### src/rtl/am_pkg.sv
// Shared constants for the PCS-lane alignment-marker inserter: AM field layout,
// lane marker table, FSM state type and the AM block builder.
package am_pkg;

    localparam int AM_NB_BLOCK = 66;
    localparam int AM_NB_BIP   = 8;

    // Written as {d1,d0}: d0=1, d1=0 marks a control block
    localparam logic [1:0] AM_SYNC = 2'b01;

    localparam int AM_M0_LSB   = 2;
    localparam int AM_M1_LSB   = 10;
    localparam int AM_M2_LSB   = 18;
    localparam int AM_BIP3_LSB = 26;
    localparam int AM_M4_LSB   = 34;
    localparam int AM_M5_LSB   = 42;
    localparam int AM_M6_LSB   = 50;
    localparam int AM_BIP7_LSB = 58;

    localparam int AM_NUM_LANES = 20;

    // {M0,M1,M2} per PCS lane, M0 in the MSB
    localparam logic [23:0] AM_LANE_MARKERS [AM_NUM_LANES] = '{
        24'hC16821, 24'h9D718E, 24'h594BE8, 24'h4D957B, 24'hF50709,
        24'hDD14C2, 24'h9A4A26, 24'h7B4566, 24'hA02476, 24'h68C9FB,
        24'hFD6C99, 24'hB99155, 24'h5CB9B2, 24'h1AF8BD, 24'h83C7CA,
        24'h3536CD, 24'hC4314C, 24'hADD6B7, 24'h5F662A, 24'hC0F0E5
    };

    typedef enum logic {
        FILL   = 1'b0,
        INSERT = 1'b1
    } am_state_e;

    function automatic logic [AM_NB_BLOCK-1:0] am_build(
        input logic [23:0]          marker,
        input logic [AM_NB_BIP-1:0] bip3,
        input logic [AM_NB_BIP-1:0] bip7
    );
        logic [AM_NB_BLOCK-1:0] blk;
        blk                       = '0;
        blk[1:0]                  = AM_SYNC;
        blk[AM_M0_LSB   +: 8]     = marker[23:16];
        blk[AM_M1_LSB   +: 8]     = marker[15:8];
        blk[AM_M2_LSB   +: 8]     = marker[7:0];
        blk[AM_BIP3_LSB +: 8]     = bip3;
        blk[AM_M4_LSB   +: 8]     = ~marker[23:16];
        blk[AM_M5_LSB   +: 8]     = ~marker[15:8];
        blk[AM_M6_LSB   +: 8]     = ~marker[7:0];
        blk[AM_BIP7_LSB +: 8]     = bip7;
        return blk;
    endfunction

endpackage

### src/rtl/am_bip8_acc.sv
// BIP-8 fold of one 66-bit block and the running parity accumulator
// (clear / load-with-fold / xor-with-fold), registered 8-bit output.
module am_bip8_acc
    import am_pkg::*;
#(
    parameter int NB_BLOCK = 66,
    parameter int NB_BIP   = 8
)(
    input  logic                i_clock,
    input  logic                i_reset,
    input  logic                i_clear,
    input  logic                i_load,
    input  logic                i_xor_en,
    input  logic [NB_BLOCK-1:0] i_data,
    output logic [NB_BIP-1:0]   o_acc
);

    logic [NB_BIP-1:0] fold;
    logic [NB_BIP-1:0] acc_q;
    logic [NB_BIP-1:0] acc_d;

    genvar gi, gk;
    generate
        for (gi = 0; gi < NB_BIP; gi++) begin : g_fold
            logic [7:0] taps;
            for (gk = 0; gk < 8; gk++) begin : g_tap
                assign taps[gk] = i_data[2 + gi + 8*gk];
            end
            // Sync header bits fold into bits 3 and 4
            if (gi == 3) begin : g_sync0
                assign fold[gi] = (^taps) ^ i_data[0];
            end else if (gi == 4) begin : g_sync1
                assign fold[gi] = (^taps) ^ i_data[1];
            end else begin : g_plain
                assign fold[gi] = ^taps;
            end
        end
    endgenerate

    always_comb begin
        acc_d = acc_q;
        if (i_clear) begin
            acc_d = '0;
        end else if (i_load) begin
            acc_d = fold;
        end else if (i_xor_en) begin
            acc_d = acc_q ^ fold;
        end
    end

    always_ff @(posedge i_clock or negedge i_reset) begin
        if (!i_reset) begin
            acc_q <= '0;
        end else begin
            acc_q <= acc_d;
        end
    end

    assign o_acc = acc_q;

endmodule

### src/rtl/am_bip_inserter.sv
// Per-lane AM inserter: passes blocks through and emits one BIP-stamped AM every
// AM_PERIOD blocks. Define AM_BIP_ERR_INJECT_EN to add the one-shot BIP3 error injector.
module am_bip_inserter
    import am_pkg::*;
#(
    parameter int          NB_BLOCK    = 66,
    parameter int          NB_BIP      = 8,
    parameter int          AM_PERIOD   = 16384,
    parameter logic [23:0] LANE_MARKER = AM_LANE_MARKERS[0]
)(
    input  logic                i_clock,
    input  logic                i_reset,
    input  logic                i_enable,
    input  logic                i_valid,
    input  logic [NB_BLOCK-1:0] i_data,
    output logic                o_ready,
    output logic                o_valid,
    output logic [NB_BLOCK-1:0] o_data,
    output logic                o_am_flag,
    output logic [NB_BIP-1:0]   o_last_bip
`ifdef AM_BIP_ERR_INJECT_EN
    ,
    input  logic                i_bip_err_inject
`endif
);

    localparam int               CNT_W    = $clog2(AM_PERIOD);
    localparam logic [CNT_W-1:0] CNT_LAST = CNT_W'(AM_PERIOD - 1);

    am_state_e           state_q, state_d;
    logic [CNT_W-1:0]    cnt_q, cnt_d;
    logic                valid_q, valid_d;
    logic [NB_BLOCK-1:0] data_q, data_d;
    logic                am_flag_q, am_flag_d;
    logic [NB_BIP-1:0]   last_bip_q, last_bip_d;

    logic                ready;
    logic                accept;
    logic                insert_go;
    logic [NB_BIP-1:0]   acc;
    logic [NB_BIP-1:0]   bip3_tx;
    logic [NB_BLOCK-1:0] am_tx;
    logic [NB_BLOCK-1:0] acc_data;

    assign ready     = i_enable && (state_q == FILL);
    assign accept    = ready && i_valid;
    assign insert_go = i_enable && (state_q == INSERT);

`ifdef AM_BIP_ERR_INJECT_EN
    logic inj_armed_q, inj_armed_d;

    // A pulse landing on the AM that consumes the armed shot is dropped
    always_comb begin
        inj_armed_d = inj_armed_q;
        if (insert_go) begin
            inj_armed_d = 1'b0;
        end
        if (i_bip_err_inject && !inj_armed_q) begin
            inj_armed_d = 1'b1;
        end
    end

    always_ff @(posedge i_clock or negedge i_reset) begin
        if (!i_reset) begin
            inj_armed_q <= 1'b0;
        end else begin
            inj_armed_q <= inj_armed_d;
        end
    end

    assign bip3_tx = acc ^ {{(NB_BIP-1){1'b0}}, inj_armed_q};
`else
    assign bip3_tx = acc;
`endif

    // BIP7 always carries the complement of the true parity
    assign am_tx    = am_build(LANE_MARKER, bip3_tx, ~acc);
    assign acc_data = (state_q == INSERT) ? am_tx : i_data;

    am_bip8_acc #(
        .NB_BLOCK (NB_BLOCK),
        .NB_BIP   (NB_BIP)
    ) u_acc (
        .i_clock  (i_clock),
        .i_reset  (i_reset),
        .i_clear  (1'b0),
        .i_load   (insert_go),
        .i_xor_en (accept),
        .i_data   (acc_data),
        .o_acc    (acc)
    );

    always_comb begin
        state_d    = state_q;
        cnt_d      = cnt_q;
        valid_d    = 1'b0;
        data_d     = data_q;
        am_flag_d  = 1'b0;
        last_bip_d = last_bip_q;

        if (accept) begin
            valid_d = 1'b1;
            data_d  = i_data;
            if (cnt_q == CNT_LAST) begin
                state_d = INSERT;
                cnt_d   = '0;
            end else begin
                cnt_d = cnt_q + CNT_W'(1);
            end
        end

        // The AM itself occupies slot 0 of the period
        if (insert_go) begin
            valid_d    = 1'b1;
            data_d     = am_tx;
            am_flag_d  = 1'b1;
            last_bip_d = bip3_tx;
            state_d    = FILL;
            cnt_d      = CNT_W'(1);
        end
    end

    always_ff @(posedge i_clock or negedge i_reset) begin
        if (!i_reset) begin
            state_q    <= INSERT;
            cnt_q      <= '0;
            valid_q    <= 1'b0;
            data_q     <= '0;
            am_flag_q  <= 1'b0;
            last_bip_q <= '0;
        end else begin
            state_q    <= state_d;
            cnt_q      <= cnt_d;
            valid_q    <= valid_d;
            data_q     <= data_d;
            am_flag_q  <= am_flag_d;
            last_bip_q <= last_bip_d;
        end
    end

    assign o_ready    = ready;
    assign o_valid    = valid_q;
    assign o_data     = data_q;
    assign o_am_flag  = am_flag_q;
    assign o_last_bip = last_bip_q;

endmodule

### config.mk
export PLATFORM = sky130hd
export DESIGN_NAME = am_bip_inserter
export DESIGN_NICKNAME = d
export VERILOG_FILES = /design/src/rtl/am_pkg.sv /design/src/rtl/am_bip8_acc.sv /design/src/rtl/am_bip_inserter.sv
export SDC_FILE = /design/constraint.sdc
export NUM_CORES = 1
export LEC_CHECK = 0
export CAP_MARGIN = 10
export CORE_UTILIZATION = 25
export CTS_BUF_LIST = sky130_fd_sc_hd__clkbuf_16
export DETAILED_ROUTE_END_ITERATION = 10
export SKIP_LAST_GASP = 1
export SYNTH_ARGS = -nofsm -noshare
export SYNTH_HDL_FRONTEND = slang
export SYNTH_HIERARCHICAL = 1
export SYNTH_SLANG_ARGS = --single-unit
### constraint.sdc
create_clock -name i_clock -period 3.3 [get_ports i_clock]
set_clock_uncertainty 0.15 [all_clocks]
set_input_delay 0.66 -clock i_clock [delete_from_list [all_inputs] [get_ports i_clock]]
set_output_delay 0.66 -clock i_clock [all_outputs]
set_load 0.02 [all_outputs]
; Yosys cells after proc, flatten, opt, wreduce, memory -nomap -nowiden
; Cells that the tools add are included.
[op_classes]
add_sub_neg = 1
eq_ne = 1
n_mux = 14
n_bitwise = 5
n_reduce_logical = 14
[ops]
columns = op, n
row1 = $mux W66, 3
row2 = $reduce_xor A8 Y1, 8
row3 = $mux W14, 3
row4 = $mux W8, 2
row5 = $add A14 B1 Y14 const B, 1
row6 = $eq A14 B14 Y1 const B, 1
row7 = $not A8 Y8, 1
row8 = $xor A8 B8 Y8, 1
row9 = $mux W1, 6
row10 = $reduce_bool A2 Y1, 2
row11 = $logic_and A1 B1 Y1, 3
row12 = $reduce_and A2 Y1, 1
row13 = $xor A1 B1 Y1, 2
row14 = $not A1 Y1, 1
[totals]
register_bits = 99
input_bits = 70
out_inout_bits = 77
wordCells = 42

; Depth between registers and ports, before layout
; Gate-level depths: netlist (run 1).
[depth]
ltp_word = 7
mapped_depth = 9
depth_no_buf = 7

; Hierarchy
; The synthesis (run 1) kept the hierarchy.
[modules_own_cells]
columns = module, instances, cells_per_inst, area_per_inst_um2, seq_area_each_um2
row1 = am_bip_inserter, 1, 438, 4196.5, 2278.4
row2 = am_bip8_acc, 1, 109, 982.2, 200.2

; Worst setup path after synthesis (run 1)
; No wires, ideal clock.
[synth_path]
kind = register to register
startpoint = register state_q
endpoint = register u_acc.acc_q[4] (netlist: u_acc/o_acc[4])
setup_time_ns = 0.077
t_arrival_ns = 2.479
t_required_ns = 3.073
slack_ns = 0.594
path_stages_with_launch = 10
path_buffers = 3
synth_period_minus_slack_ns = 2.706
path_cell_list = dfstp_2 -> buf_2 -> buf_1 -> clkbuf_1 -> nor2b_1 -> xnor2_1 -> xnor3_1 -> xnor2_1 -> a211o_1 -> a21oi_1
[synth_via]
elab_chain_cells = 6
word_cells_on_any_way = 11
classes_between = 3 x mux / 3 x bitwise / 5 x reduce/logical
[synth_rtl]
columns = element, line_no
row1 = from (decl), am_bip_inserter.sv:30  ; am_state_e state_q, state_d;
row2 = from (signal assigned), am_bip_inserter.sv:132  ; state_q <= state_d;
row3 = $mux W66 (*), am_bip_inserter.sv:78  ; assign acc_data = (state_q == INSERT) ? am_tx : i_data;
row4 = net acc_data[22], am_bip_inserter.sv:43  ; logic [NB_BLOCK-1:0] acc_data;
row5 = $reduce_xor A8 Y1 (*), am_bip8_acc.sv:33  ; assign fold[gi] = (^taps) ^ i_data[1];
row6 = $xor A1 B1 Y1 (*), am_bip8_acc.sv:33
row7 = $xor A8 B8 Y8, am_bip8_acc.sv:47  ; acc_d = acc_q ^ fold;
row8 = $mux W8, am_bip8_acc.sv:46  ; end else if (i_xor_en) begin
row9 = $mux W8 (*), am_bip8_acc.sv:44  ; end else if (i_load) begin
row10 = to (signal assigned), am_bip8_acc.sv:53  ; acc_q <= '0;
row11 = to (signal assigned), am_bip8_acc.sv:55  ; acc_q <= acc_d;
row12 = to (decl), am_bip8_acc.sv:19  ; logic [NB_BIP-1:0] acc_q;
; The timed path passes the listed nets; every way through them passes the cells marked *. The select of a mux whose other input is x is not followed.
; A chain may end at the register's enable or synchronous reset.

; Worst setup path in the final report (run 1)
[layout_path]
startpoint = input i_enable
endpoint = output o_ready
[layout_via]
elab_chain_cells = 1
[layout_rtl]
columns = element, line_no
row1 = from (decl), am_bip_inserter.sv:13  ; input logic i_enable,
row2 = $logic_and A1 B1 Y1, am_bip_inserter.sv:45  ; assign ready = i_enable && (state_q == FILL);
row3 = to (decl), am_bip_inserter.sv:16  ; output logic o_ready,
; Every way passes these cells.

==> results of run 1 <==
layout make-up:
cell class | count | area share, %
clock buffer | 9 | 3.10
clock inverter | 6 | 0.792
inverter | 28 | 1.45
multi-input combinational | 387 | 34.0
sequential | 99 | 34.1
tap | 270 | 4.65
timing repair buffer | 160 | 21.9
power groups by stage:
stage               combinational [mW]  sequential, mW  clock (mW)
floorplan                        0.389            1.63           0
global placement                 0.976            1.52           0
detailed placement               0.985            1.52           0
CTS                              0.988            1.50        1.10
global route                      1.05            1.52        1.15
finish                           0.978            1.50        1.07
cell families (layout without fill, tap and decap cells):
group           count (synthesis)  after routing
compound gates                103            103
xor+xnor                       67             67
fa+ha+maj                       1              1
buf+inv                        61            203
flops                          99             99
mux                            10             10
other cells                     1              1
simple gates                  205            205
worst max-delay path, cell delays in order:
cell and delay, ns:
sky130_fd_sc_hd__clkdlybuf4s50_1 0.48, sky130_fd_sc_hd__inv_1 0.08, sky130_fd_sc_hd__nor2_1 0.13, sky130_fd_sc_hd__clkdlybuf4s50_1 0.61
Yosys cell counts (2+ instances only):
| cell | n | area share (%) |
|---|---|---|
| sky130_fd_sc_hd__a211o_1 | 8 | 1.4 |
| sky130_fd_sc_hd__a21o_1 | 8 | 1.2 |
| sky130_fd_sc_hd__a21oi_1 | 25 | 2.4 |
| sky130_fd_sc_hd__a22o_1 | 25 | 4.2 |
| sky130_fd_sc_hd__buf_1 | 5 | 0.36 |
| sky130_fd_sc_hd__buf_2 | 4 | 0.39 |
| sky130_fd_sc_hd__clkbuf_1 | 24 | 1.7 |
| sky130_fd_sc_hd__dfrtp_1 | 98 | 47 |
| sky130_fd_sc_hd__inv_1 | 26 | 1.9 |
| sky130_fd_sc_hd__mux2_2 | 9 | 2.0 |
| sky130_fd_sc_hd__nand2_1 | 74 | 5.4 |
| sky130_fd_sc_hd__nand2b_1 | 8 | 0.97 |
| sky130_fd_sc_hd__nand3_1 | 30 | 2.9 |
| sky130_fd_sc_hd__nand4_1 | 4 | 0.48 |
| sky130_fd_sc_hd__nor2_1 | 27 | 2.0 |
| sky130_fd_sc_hd__nor2b_1 | 25 | 3.0 |
| sky130_fd_sc_hd__nor4_1 | 4 | 0.48 |
| sky130_fd_sc_hd__o21ai_0 | 30 | 2.9 |
| sky130_fd_sc_hd__or2_2 | 25 | 3.0 |
| sky130_fd_sc_hd__xnor2_1 | 49 | 8.3 |
| sky130_fd_sc_hd__xnor2_2 | 2 | 0.63 |
| sky130_fd_sc_hd__xnor3_1 | 2 | 0.87 |
| sky130_fd_sc_hd__xor2_1 | 14 | 2.4 |
stage by stage:
step	instances	setup WS [ns]	total power, mW	area, um2	util (%)
finish	959	0.515	3.55	7260	35.8
global route	959	0.443	3.72	7260	35.8
CTS	959	0.517	3.59	7260	35.8
detailed placement	944	0.447	2.50	6980	34.4
global placement	944	0.453	2.49	6980	34.4
floorplan	547	0.594	2.02	5180	-
per-layer routing:
metal / vias up / routed length, um
met5: - / 0
met4: 0 / 211
met3: 14 / 1160
met2: 142 / 7060
met1: 2050 / 7790
li1: 2083 / -
final timing paths:
check | end | slack, ns | depth (start not counted) | start
hold reg to reg | o_data[49] | 0.35 | 2 | o_data[49]
max in group asynchronous | state_q | 2.02 | 2 | i_reset
min in group i_clock | o_data[49] | 0.35 | 2 | o_data[49]
setup / recovery | o_ready | 0.52 | 4 | i_enable
hold / removal | o_data[1] | 0.20 | 1 | i_reset
setup reg to reg | u_acc/o_acc[3] | 0.71 | 7 | state_q
sequential cells by signal, summed over array words and instances (netlist names):
register	count
cnt_q	14
o_last_bip	8
state_q	1
o_am_flag	1
o_valid	1
o_data	66
u_acc/o_acc	8
layout by cell type (no fill, tap or decap), drive strengths merged, types with 5 or more instances in the layout:
master	n
a211o	8
dfrtp	98
clkdlybuf4s50	145
buf	15
a21o	8
a22o	25
nor2b	25
nand2b	8
clkinv	6
o21ai	32
nor2	27
mux2	9
or2	25
nand4	5
clkbuf	9
nand2	74
a21oi	25
inv	27
xor2	14
xnor2	51
nand3	30
==> impl_results.rst, run 1 <==
.. list-table::
   :header-rows: 1

   * - Metric
     - Value
   * - Run status
     - complete, no violations
   * - Site Rows
     - 52
   * - Post-Synth Adder-Cell Area
     - 0.242%
   * - Number of buffers inserted to repair setup after CTS
     - 0
   * - Power density over the cells
     - 489 nW/um2
   * - Number of slew-limit violations in the final report
     - 0
   * - Overall die width
     - 146 um
   * - Switching share of power
     - 31.1%
   * - NetSw
     - 1.10 mW
   * - Root buf cell
     - sky130_fd_sc_hd__clkbuf_16
   * - Startpoint type of the worst setup path
     - input port
   * - Pleak
     - 3.19 nW
   * - Time the final worst path needs with I/O delays and setup
     - 2.78 ns
   * - Post-Route Hold Slack
     - 0.199 ns
   * - Internal power of the cells
     - 2.44 mW
   * - Detail-routed via count per cell
     - 4.47
   * - Worst min path class
     - input port to asynchronous set/reset pin
   * - First-pass GRT wire length
     - 25.6 mm
   * - Post-synthesis simple-gate area fraction
     - 19.7%
   * - Clock tree from TritonCTS
     - built
   * - CTS Buffer Depth
     - 2
   * - Post-synthesis instance area
     - 5180 um2
   * - Dpl hpwl
     - 11.8 mm
   * - Xor/xnor share of the synthesized area
     - 12.2%
   * - Max-cap violation count
     - 0
   * - Unrepaired setup endpoints after global routing
     - false
   * - Number of global-route vias before repair
     - 4212
   * - H-tree depth reported by CTS
     - 3
   * - CTS clock-pin slew for the worst setup and hold paths
     - 0.07 ns
   * - Busiest layer in global routing
     - met2
   * - Core outline area
     - 20300 um2
   * - Total Nets Final
     - 756
   * - Maximum number of pins on one net before global-route repair
     - 52
   * - Async SR Flop Fraction
     - 100%
   * - Number of storage elements in the synthesis netlist
     - 99
   * - Vias after detailed routing
     - 4289
   * - Hold bufs inserted after CTS
     - 0
   * - CTS sink cnt
     - 99
   * - Area of the multi-input gates
     - 2470 um2
   * - Clk_lat worst skew
     - 0.36 ns
   * - GRT Util Overall
     - 15.9%
   * - Fillers
     - 2082
   * - Drt first pass iters
     - 5
   * - Fraction of the cycle the final worst path needs
     - 84.4%
   * - Die outline area
     - 21300 um2
   * - Port bufs
     - 146
   * - Number of antenna violations at the first check in global routing
     - 0
   * - Per-cell routed wire length
     - 16.9 um
   * - Grt met3 use
     - 4.17%
   * - Top-level I/O count
     - 147
   * - Worst Setup End Kind
     - output port
   * - Total inserted antenna cells
     - 0
   * - Commonest register cell after synthesis
     - sky130_fd_sc_hd__dfrtp_1
   * - Routability cong.
     - 0.781
   * - Post-route ant nets
     - 0
   * - Number of enable-type register cells in the synthesized netlist
     - 0
   * - Synth Net Count
     - 618
   * - Routed WL
     - 16.2 mm
   * - Hold Violations, Final
     - 0
   * - Starting density of the core
     - 25.5%
   * - Quantity of gates resized following cts
     - 0
   * - Remaining routing DRC violations
     - 0
   * - Number of failing setup endpoints in the final timing report
     - 0
   * - CP max FO
     - 2
   * - Sequential share of the synthesized area
     - 47.9%
   * - Required arrival time at the worst endpoint
     - 2.49 ns
   * - Transition time at the pin with the least slew margin
     - 0.709 ns
   * - Number of instances in the synthesized netlist
     - 547
   * - Area growth from synthesis to final layout
     - 40.3%
   * - Share of final-layout standard cells stronger than drive strength 1
     - 10.4%
   * - Detailed router's first-iteration violation count
     - 253
   * - Critical path type
     - input port to output port
   * - Multiplexer share of the synthesized area
     - 2.15%
   * - Arrival time at the worst endpoint
     - 1.97 ns
   * - Per-instance average area after synthesis
     - 9.47 um2
   * - Count of unique library cells instantiated by Yosys
     - 44
   * - Fraction of the mapped netlist area in compound gates
     - 13.3%
   * - Setup TNS after final layout
     - 0 ns
   * - Power share of the combinational group
     - 27.5%
   * - Global routing usage on met2
     - 23.1%
   * - Overall overflow remaining after global route
     - 0
   * - Highest clock rate
     - 359 MHz
   * - Largest vdd supply drop
     - 277 uV
   * - Total CTS buffers
     - 9
   * - GRT met1 Usage
     - 23.0%
   * - Clock Power Share
     - 30.3%
   * - Relative slew slack
     - 52.7%
   * - Die extent in y
     - 146 um
   * - Sequential cell area
     - 2480 um2
   * - Main combinational cell family by area after synthesis
     - simple AND/OR/NAND/NOR gates
   * - Yosys warns
     - 6
   * - Sequential fraction of design power
     - 42.2%
(Power assumes the default switching activity.)
==> run 2, diff against run 1 <==
Clock period 3.3 ns to 2.5 ns, I/O delays scaled along.
==> impl_results.rst, run 2 (same netlist as run 1, synthesis figures left out) <==
.. list-table::
   :header-rows: 1

   * - Metric
     - Value
   * - Run status
     - complete, no violations
   * - Port bufs
     - 146 (unchanged)
   * - GRT Util Overall
     - 15.9% (-0.043 points)
   * - Switching share of power
     - 31.6% (+0.47 points)
   * - Highest clock rate
     - 416 MHz
   * - Arrival time at the worst endpoint
     - 2.54 ns (+0.57 ns)
   * - Post-route ant nets
     - 0 (unchanged)
   * - Clk_lat worst skew
     - 0.36 ns (about the same)
   * - Die outline area
     - 21300 um2 (unchanged)
   * - Final Cell Area
     - 7440 um2 (+2.4%)
   * - Sequential cell area
     - 2480 um2 (unchanged)
   * - Per-cell routed wire length
     - 16.5 um (-2.1%)
   * - Vias after detailed routing
     - 4381 (+2.1%)
   * - Cell total after placement
     - 965 (+2.2%)
   * - Overall overflow remaining after global route
     - 0 (unchanged)
   * - Overall die width
     - 146 um (unchanged)
   * - Hold Violations, Final
     - 0 (unchanged)
   * - Die extent in y
     - 146 um (unchanged)
   * - Remaining routing DRC violations
     - 0 (unchanged)
   * - Routability cong.
     - 0.827 (+5.8%)
   * - Grt met3 use
     - 4.64% (+0.47 points)
   * - Largest vdd supply drop
     - 345 uV (+24%)
   * - H-tree depth reported by CTS
     - 3 (unchanged)
   * - First-pass GRT wire length
     - 25.5 mm (-0.27%)
   * - Root buf cell
     - sky130_fd_sc_hd__clkbuf_16
   * - CTS sink cnt
     - 99 (unchanged)
   * - Global routing usage on met2
     - 23.4% (+0.38 points)
   * - Starting density of the core
     - 25.5% (unchanged)
   * - Fraction of the cycle the final worst path needs
     - 96.1%
   * - Area growth from synthesis to final layout
     - 43.6%
   * - Total cell area at the placement stage
     - 7160 um2 (+2.6%)
   * - Drt first pass iters
     - 5 (unchanged)
   * - Power share of the combinational group
     - 28.6% (+1.1 points)
   * - Worst Setup End Kind
     - flop
   * - Detail-routed via count per cell
     - 4.46 (-0.25%)
   * - Internal power of the cells
     - 3.15 mW (+29%)
   * - Routed WL
     - 16.3 mm (+0.24%)
   * - Core outline area
     - 20300 um2 (unchanged)
   * - Fillers
     - 2080 (-0.096%)
   * - Maximum number of pins on one net before global-route repair
     - 43 (-17%)
   * - Detailed router's first-iteration violation count
     - 223 (-12%)
   * - Total CTS buffers
     - 9 (unchanged)
   * - Number of antenna violations at the first check in global routing
     - 0 (unchanged)
   * - Number of failing setup endpoints in the final timing report
     - 0 (unchanged)
   * - Startpoint type of the worst setup path
     - flop
   * - GRT met1 Usage
     - 22.0% (-0.98 points)
   * - Most common library cell in the layout ignoring fill and taps
     - sky130_fd_sc_hd__clkdlybuf4s50_1
   * - CP max FO
     - 38 (+36)
   * - Top-level I/O count
     - 147 (unchanged)
   * - Critical path type
     - flop to flop
   * - Required arrival time at the worst endpoint
     - 2.64 ns (+0.15 ns)
   * - Max FFs per register
     - 66 (unchanged)
   * - CTS Buffer Depth
     - 2 (unchanged)
   * - Clock Power Share
     - 28.6% (-1.7 points)
   * - Unrepaired setup endpoints after global routing
     - false
   * - Total Nets Final
     - 778 (+2.9%)
   * - CTS clock-pin slew for the worst setup and hold paths
     - 0.07 ns (about the same)
   * - Sequential fraction of design power
     - 42.8% (+0.6 points)
   * - Number of slew-limit violations in the final report
     - 0 (unchanged)
   * - Share of final-layout standard cells stronger than drive strength 1
     - 12.9% (+2.5 points)
   * - Clock tree from TritonCTS
     - built
   * - Layout Cells excl Fill
     - 982 (+2.4%)
   * - Busiest layer in global routing
     - met2
   * - NetSw
     - 1.46 mW (+32%)
   * - Time the final worst path needs with I/O delays and setup
     - 2.40 ns
   * - Worst min path class
     - flop to flop
   * - Site Rows
     - 52 (unchanged)
   * - Area of the multi-input gates
     - 2470 um2 (unchanged)
   * - Number of global-route vias before repair
     - 4422 (+5.0%)
   * - Max-cap violation count
     - 0 (unchanged)
   * - Pleak
     - 3.31 nW (+3.7%)
   * - Power density over the cells
     - 619 nW/um2 (+27%)
   * - Total inserted antenna cells
     - 0 (unchanged)
   * - Number of buffers inserted to repair setup after CTS
     - 0 (unchanged)
   * - Dpl hpwl
     - 12.0 mm (+1.0%)
   * - Most used cells in the layout excluding fill and tap cells
     - sky130_fd_sc_hd__clkdlybuf4s50_1 (144), sky130_fd_sc_hd__dfrtp_1 (98), sky130_fd_sc_hd__nand2_1 (74)
run 2: layer usage:
metal  vias to the layer above  wire length (um)
li1                       2136                 -
met1                      2091              7840
met2                       138              6990
met3                        16              1100
met4                         0               327
met5                         -                 0
run 2: path summary, 6_finish.rpt:
path,slack [ns],to,cells past startpoint,startpoint
min reg2reg,0.34,o_data[49],2,o_data[49]
min in group asynchronous,0.45,o_data[13],2,i_reset
max reg2reg,0.1,u_acc/o_acc[3],7,state_q
max in group asynchronous,1.13,o_data[3],3,i_reset
max,0.1,u_acc/o_acc[3],7,state_q
min,0.34,o_data[49],2,o_data[49]
run 2: area by class of cell:
| cell class | count | area share, % |
|---|---|---|
| Sequential cell | 99 | 33.3 |
| Multi-Input combinational cell | 387 | 33.2 |
| Timing Repair Buffer | 182 | 24.0 |
| Tap cell | 270 | 4.54 |
| Clock buffer | 9 | 3.03 |
| Inverter | 28 | 1.41 |
| Clock inverter | 7 | 0.505 |
run 2: power by group through the flow:
stage	registers, mW	logic [mW]	clock network, mW
finish	1.97	1.32	1.32
global route	2.00	1.43	1.43
CTS	1.97	1.33	1.36
detailed placement	2.00	1.33	0
global placement	2.00	1.31	0
floorplan	2.15	0.513	0
run 2: metrics by stage:
stage          setup slack, ns  util [%]  setup TNS [ns]  power, mW  hold WS, ns
3_5_place_dp            -0.200      35.3          -0.561       3.32        0.272
3_3_place_gp            -0.205      35.3          -0.536       3.31        0.267
4_1_cts               0.000836      36.6               0       4.67        0.350
2_1_floorplan          0.00278         -               0       2.67       0.0544
5_1_grt                0.00749      36.6               0       4.85        0.366
6_report                0.0983      36.6               0       4.61        0.344
run 2: repair_timing:
item,CTS,global route
resized for setup,0,1
endpoints found under the setup margin,0,1
hold buffers,1,0
endpoints found under the hold margin,18,0
run 2: critical path: stages, from the launching register on:
cell and delay, ns:
sky130_fd_sc_hd__dfstp_2 0.58, sky130_fd_sc_hd__buf_12 0.19, sky130_fd_sc_hd__nor2b_1 0.09, sky130_fd_sc_hd__xnor2_1 0.27, sky130_fd_sc_hd__xnor3_1 0.46, sky130_fd_sc_hd__xnor2_1 0.15, sky130_fd_sc_hd__a211o_1 0.29, sky130_fd_sc_hd__a21oi_1 0.13
==> run 3, diff against run 2 <==
Settings changed: ABC_AREA set to 1.
==> impl_results.rst, run 3 <==
.. list-table::
   :header-rows: 1

   * - Metric
     - Value
   * - Overall overflow remaining after global route
     - 0 (unchanged)
   * - Leading cell types by total area after synthesis
     - sky130_fd_sc_hd__dfrtp_1 (41%), sky130_fd_sc_hd__nand2_1 (20%), sky130_fd_sc_hd__inv_1 (7.2%)
   * - Share of final-layout standard cells stronger than drive strength 1
     - 7.40% (-5.5 points)
   * - Quantity of gates resized following cts
     - 0 (unchanged)
   * - Most frequent cell after synthesis
     - sky130_fd_sc_hd__nand2_1
   * - Run status
     - complete, no violations
   * - Startpoint type of the worst setup path
     - input port
   * - Power density over the cells
     - 690 nW/um2 (+11%)
   * - Clk_lat worst skew
     - 0.35 ns (about the same)
   * - CTS Buffer Depth
     - 2 (unchanged)
   * - Worst r2r dst
     - u_acc/o_acc[6]
   * - Top-level I/O count
     - 147 (unchanged)
   * - Critical path type
     - input port to output port
   * - Crit path top cell by count
     - sky130_fd_sc_hd__clkdlybuf4s50_1
   * - Worst min path class
     - input port to asynchronous set/reset pin
   * - Highest clock rate
     - 414 MHz (-0.55%)
   * - Maximum number of pins on one net before global-route repair
     - 61 (+42%)
   * - Max FFs per register
     - 66 (unchanged)
   * - Die outline area
     - 24300 um2 (+14%)
   * - Per-instance average area after synthesis
     - 6.88 um2 (-27%)
   * - Fraction of the cycle the final worst path needs
     - 96.6% (+0.53 points)
   * - Dpl hpwl
     - 13.3 mm (+12%)
   * - Routed WL
     - 17.5 mm (+7.5%)
   * - Portion of synthesized cell area occupied by the leading cell type
     - 41.4% (-6.0 points)
   * - Main combinational cell family by area after synthesis
     - simple AND/OR/NAND/NOR gates
   * - Overall die width
     - 156 um (+6.9%)
   * - CTS clock-pin slew for the worst setup and hold paths
     - 0.07 ns (about the same)
   * - Detail-routed via count per cell
     - 4.31 (-3.4%)
   * - Total CTS buffers
     - 9 (unchanged)
   * - Total Nets Final
     - 1081 (+39%)
   * - Worst Setup End Kind
     - output port
   * - Number of global-route vias before repair
     - 5457 (+23%)
   * - Hold Violations, Final
     - 0 (unchanged)
   * - Max incr delay on CP
     - 0.62 ns (+0.04 ns)
   * - Fillers
     - 2434 (+17%)
   * - Post-synthesis simple-gate area fraction
     - 32.6% (+13 points)
   * - Vias after detailed routing
     - 5722 (+31%)
   * - GRT Util Overall
     - 15.0% (-0.88 points)
   * - Count of unique library cells instantiated by Yosys
     - 33 (-25%)
   * - Relative slew slack
     - 56.7%
   * - Port bufs
     - 146 (unchanged)
   * - Post-synthesis instance area
     - 5920 um2 (+14%)
   * - Most used cells in the layout excluding fill and tap cells
     - sky130_fd_sc_hd__nand2_1 (310), sky130_fd_sc_hd__clkdlybuf4s50_1 (145), sky130_fd_sc_hd__inv_1 (115)
   * - Clock tree from TritonCTS
     - built
   * - Number of cell instances on the worst register-to-register path
     - 12 (+5)
   * - Xor/xnor share of the synthesized area
     - 4.29% (-7.9 points)
   * - H-tree depth reported by CTS
     - 3 (unchanged)
   * - Fraction of the mapped netlist area in compound gates
     - 10.7% (-2.6 points)
   * - Number of antenna violations at the first check in global routing
     - 2 (+2)
   * - Root buf cell
     - sky130_fd_sc_hd__clkbuf_16
   * - Number of storage elements in the synthesis netlist
     - 99 (unchanged)
   * - Starting density of the core
     - 25.9% (+0.34 points)
   * - Ordered list of cells on the worst path
     - clkdlybuf4s50_1, inv_2, nor2_2, clkdlybuf4s50_1
   * - Largest vdd supply drop
     - 269 uV (-22%)
   * - Site Rows
     - 55 (+5.8%)
   * - CP max FO
     - 2 (-95%)
   * - Multiplexer share of the synthesized area
     - 0% (-2.2 points)
   * - Transition time at the pin with the least slew margin
     - 0.649 ns
   * - Hold bufs inserted after CTS
     - 0 (-1)
   * - Post-Route Hold Slack
     - 0.0258 ns (-0.318 ns)
   * - Yosys warns
     - 6 (unchanged)
   * - Routability cong.
     - 0.859 (+3.9%)
   * - Drt first pass iters
     - 5 (unchanged)
   * - Buffering stage count on the worst path with inverters included
     - 3 (+2)
   * - Slack of the worst reg-to-reg path
     - 0.23 ns (+0.13 ns)
   * - Cell accounting for the most synthesized area
     - sky130_fd_sc_hd__dfrtp_1
   * - Per-cell routed wire length
     - 13.2 um (-20%)
   * - Number of failing setup endpoints in the final timing report
     - 0 (unchanged)
   * - Setup TNS after final layout
     - 0 ns (unchanged)
   * - Crit-path leading delay family
     - buffers and inverters
   * - Max-cap violation count
     - 0 (unchanged)
   * - Highest-delay cell along the critical path
     - sky130_fd_sc_hd__clkdlybuf4s50_1
   * - Unrepaired setup endpoints after global routing
     - false
   * - Area growth from synthesis to final layout
     - 37.0%
   * - Remaining routing DRC violations
     - 0 (unchanged)
   * - Required arrival time at the worst endpoint
     - 1.85 ns (-0.79 ns)
   * - Async SR Flop Fraction
     - 100% (unchanged)
   * - Most common library cell in the layout ignoring fill and taps
     - sky130_fd_sc_hd__nand2_1
   * - Core outline area
     - 22900 um2 (+13%)
   * - Number of buffers inserted to repair setup after CTS
     - 0 (unchanged)
   * - Post-route ant nets
     - 0 (unchanged)
   * - Number of slew-limit violations in the final report
     - 0 (unchanged)
   * - Arrival time at the worst endpoint
     - 1.77 ns (-0.77 ns)
   * - CTS sink cnt
     - 99 (unchanged)
   * - Time the final worst path needs with I/O delays and setup
     - 2.42 ns (+0.0133 ns)
   * - Detailed router's first-iteration violation count
     - 282 (+26%)
   * - Number of instances in the synthesized netlist
     - 861 (+57%)
   * - Pleak
     - 4.07 nW (+23%)
   * - Sequential share of the synthesized area
     - 41.8% (-6.0 points)
   * - Post-Synth Adder-Cell Area
     - 0.211% (-0.030 points)
   * - Commonest register cell after synthesis
     - sky130_fd_sc_hd__dfrtp_1
   * - Die extent in y
     - 156 um (+6.9%)
   * - Leading cell types by count after synthesis
     - sky130_fd_sc_hd__nand2_1 (310), sky130_fd_sc_hd__inv_1 (114), sky130_fd_sc_hd__dfrtp_1 (98)
   * - Number of enable-type register cells in the synthesized netlist
     - 0 (unchanged)
   * - R2r startpoint
     - state_q
   * - First-pass GRT wire length
     - 28.0 mm (+10%)
## run 3: changes by cell type after synthesis, sizes merged, moves of 34 or more
cell / before / now
inv: 27 / 117
nand2: 74 / 318
nor2: 27 / 86
o21ai: 32 / 85
xnor2: 51 / 17
## run 3: final cells by class
class,count,area [um2],share of cell area (%)
Multi-Input combinational cell,615,2840,35.0
Antenna cell,1,2.50,0.0308
Clock inverter,6,82.6,1.02
Sequential cell,99,2480,30.5
Inverter,118,443,5.46
Timing Repair Buffer,167,1650,20.4
Clock buffer,9,225,2.77
Tap cell,313,392,4.83
## run 3: power breakdown
part | switching, mW | internal (mW) | leakage [nW]
combinational | 1.12 | 0.900 | 2.67
sequential | 0.202 | 1.89 | 1.25
clock | 0.623 | 0.865 | 0.146
## run 3: worst reg2reg max path, stage by stage (launching register included)
cell and delay, ns:
sky130_fd_sc_hd__dfstp_2 0.65, sky130_fd_sc_hd__buf_12 0.23, sky130_fd_sc_hd__nand2_1 0.23, sky130_fd_sc_hd__o21ai_0 0.25, sky130_fd_sc_hd__nand2_1 0.13, sky130_fd_sc_hd__nand2_1 0.12, sky130_fd_sc_hd__nand2_1 0.07, sky130_fd_sc_hd__nand3_1 0.10
sky130_fd_sc_hd__nand2_1 0.06, sky130_fd_sc_hd__nand2_1 0.05, sky130_fd_sc_hd__nand2_1 0.04, sky130_fd_sc_hd__nand2_1 0.05, sky130_fd_sc_hd__nand2_1 0.04
## run 3: worst max path at each step
stage | start | slack, ns | to | depth (start not counted)
after floorplan | state_q | 0.37 | u_acc/o_acc[7] | 13
after global placement | i_enable | 0.09 | o_ready | 4
after detailed placement | i_enable | 0.09 | o_ready | 4
after CTS | i_enable | 0.08 | o_ready | 4
after global routing | i_enable | 0.02 | o_ready | 4
final | i_enable | 0.08 | o_ready | 4
## run 3: kinds of logic (layout without fill, tap and decap cells)
group / Yosys count / in the layout
flip-flops: 99 / 99
buffers and inverters: 148 / 300
AO/OA/AOI/OAI: 114 / 114
XOR/XNOR: 29 / 29
AND/OR/NAND/NOR: 469 / 469
adder cells (fa/ha/maj): 1 / 1
other: 1 / 3
## run 3: per-stage QoR
step | power [mW] | cell area [um2] | cells | util, % | setup slack [ns]
after floorplan | 3.29 | 5930 | 862 | - | 0.373
after global placement | 4.12 | 7810 | 1312 | 34.1 | 0.0901
after detailed placement | 4.16 | 7810 | 1312 | 34.1 | 0.0887
after CTS | 5.68 | 8110 | 1327 | 35.4 | 0.0809
after global routing | 5.99 | 8120 | 1328 | 35.4 | 0.0151
final | 5.60 | 8120 | 1328 | 35.4 | 0.0850
## run 3: metal layers
layer  share of wire (%)  global-route usage [%]
met1                  49                    20.4
met2                  44                    23.5
met3                 5.1                    3.11
met4                 1.7                    5.04
met5               0.097                       0
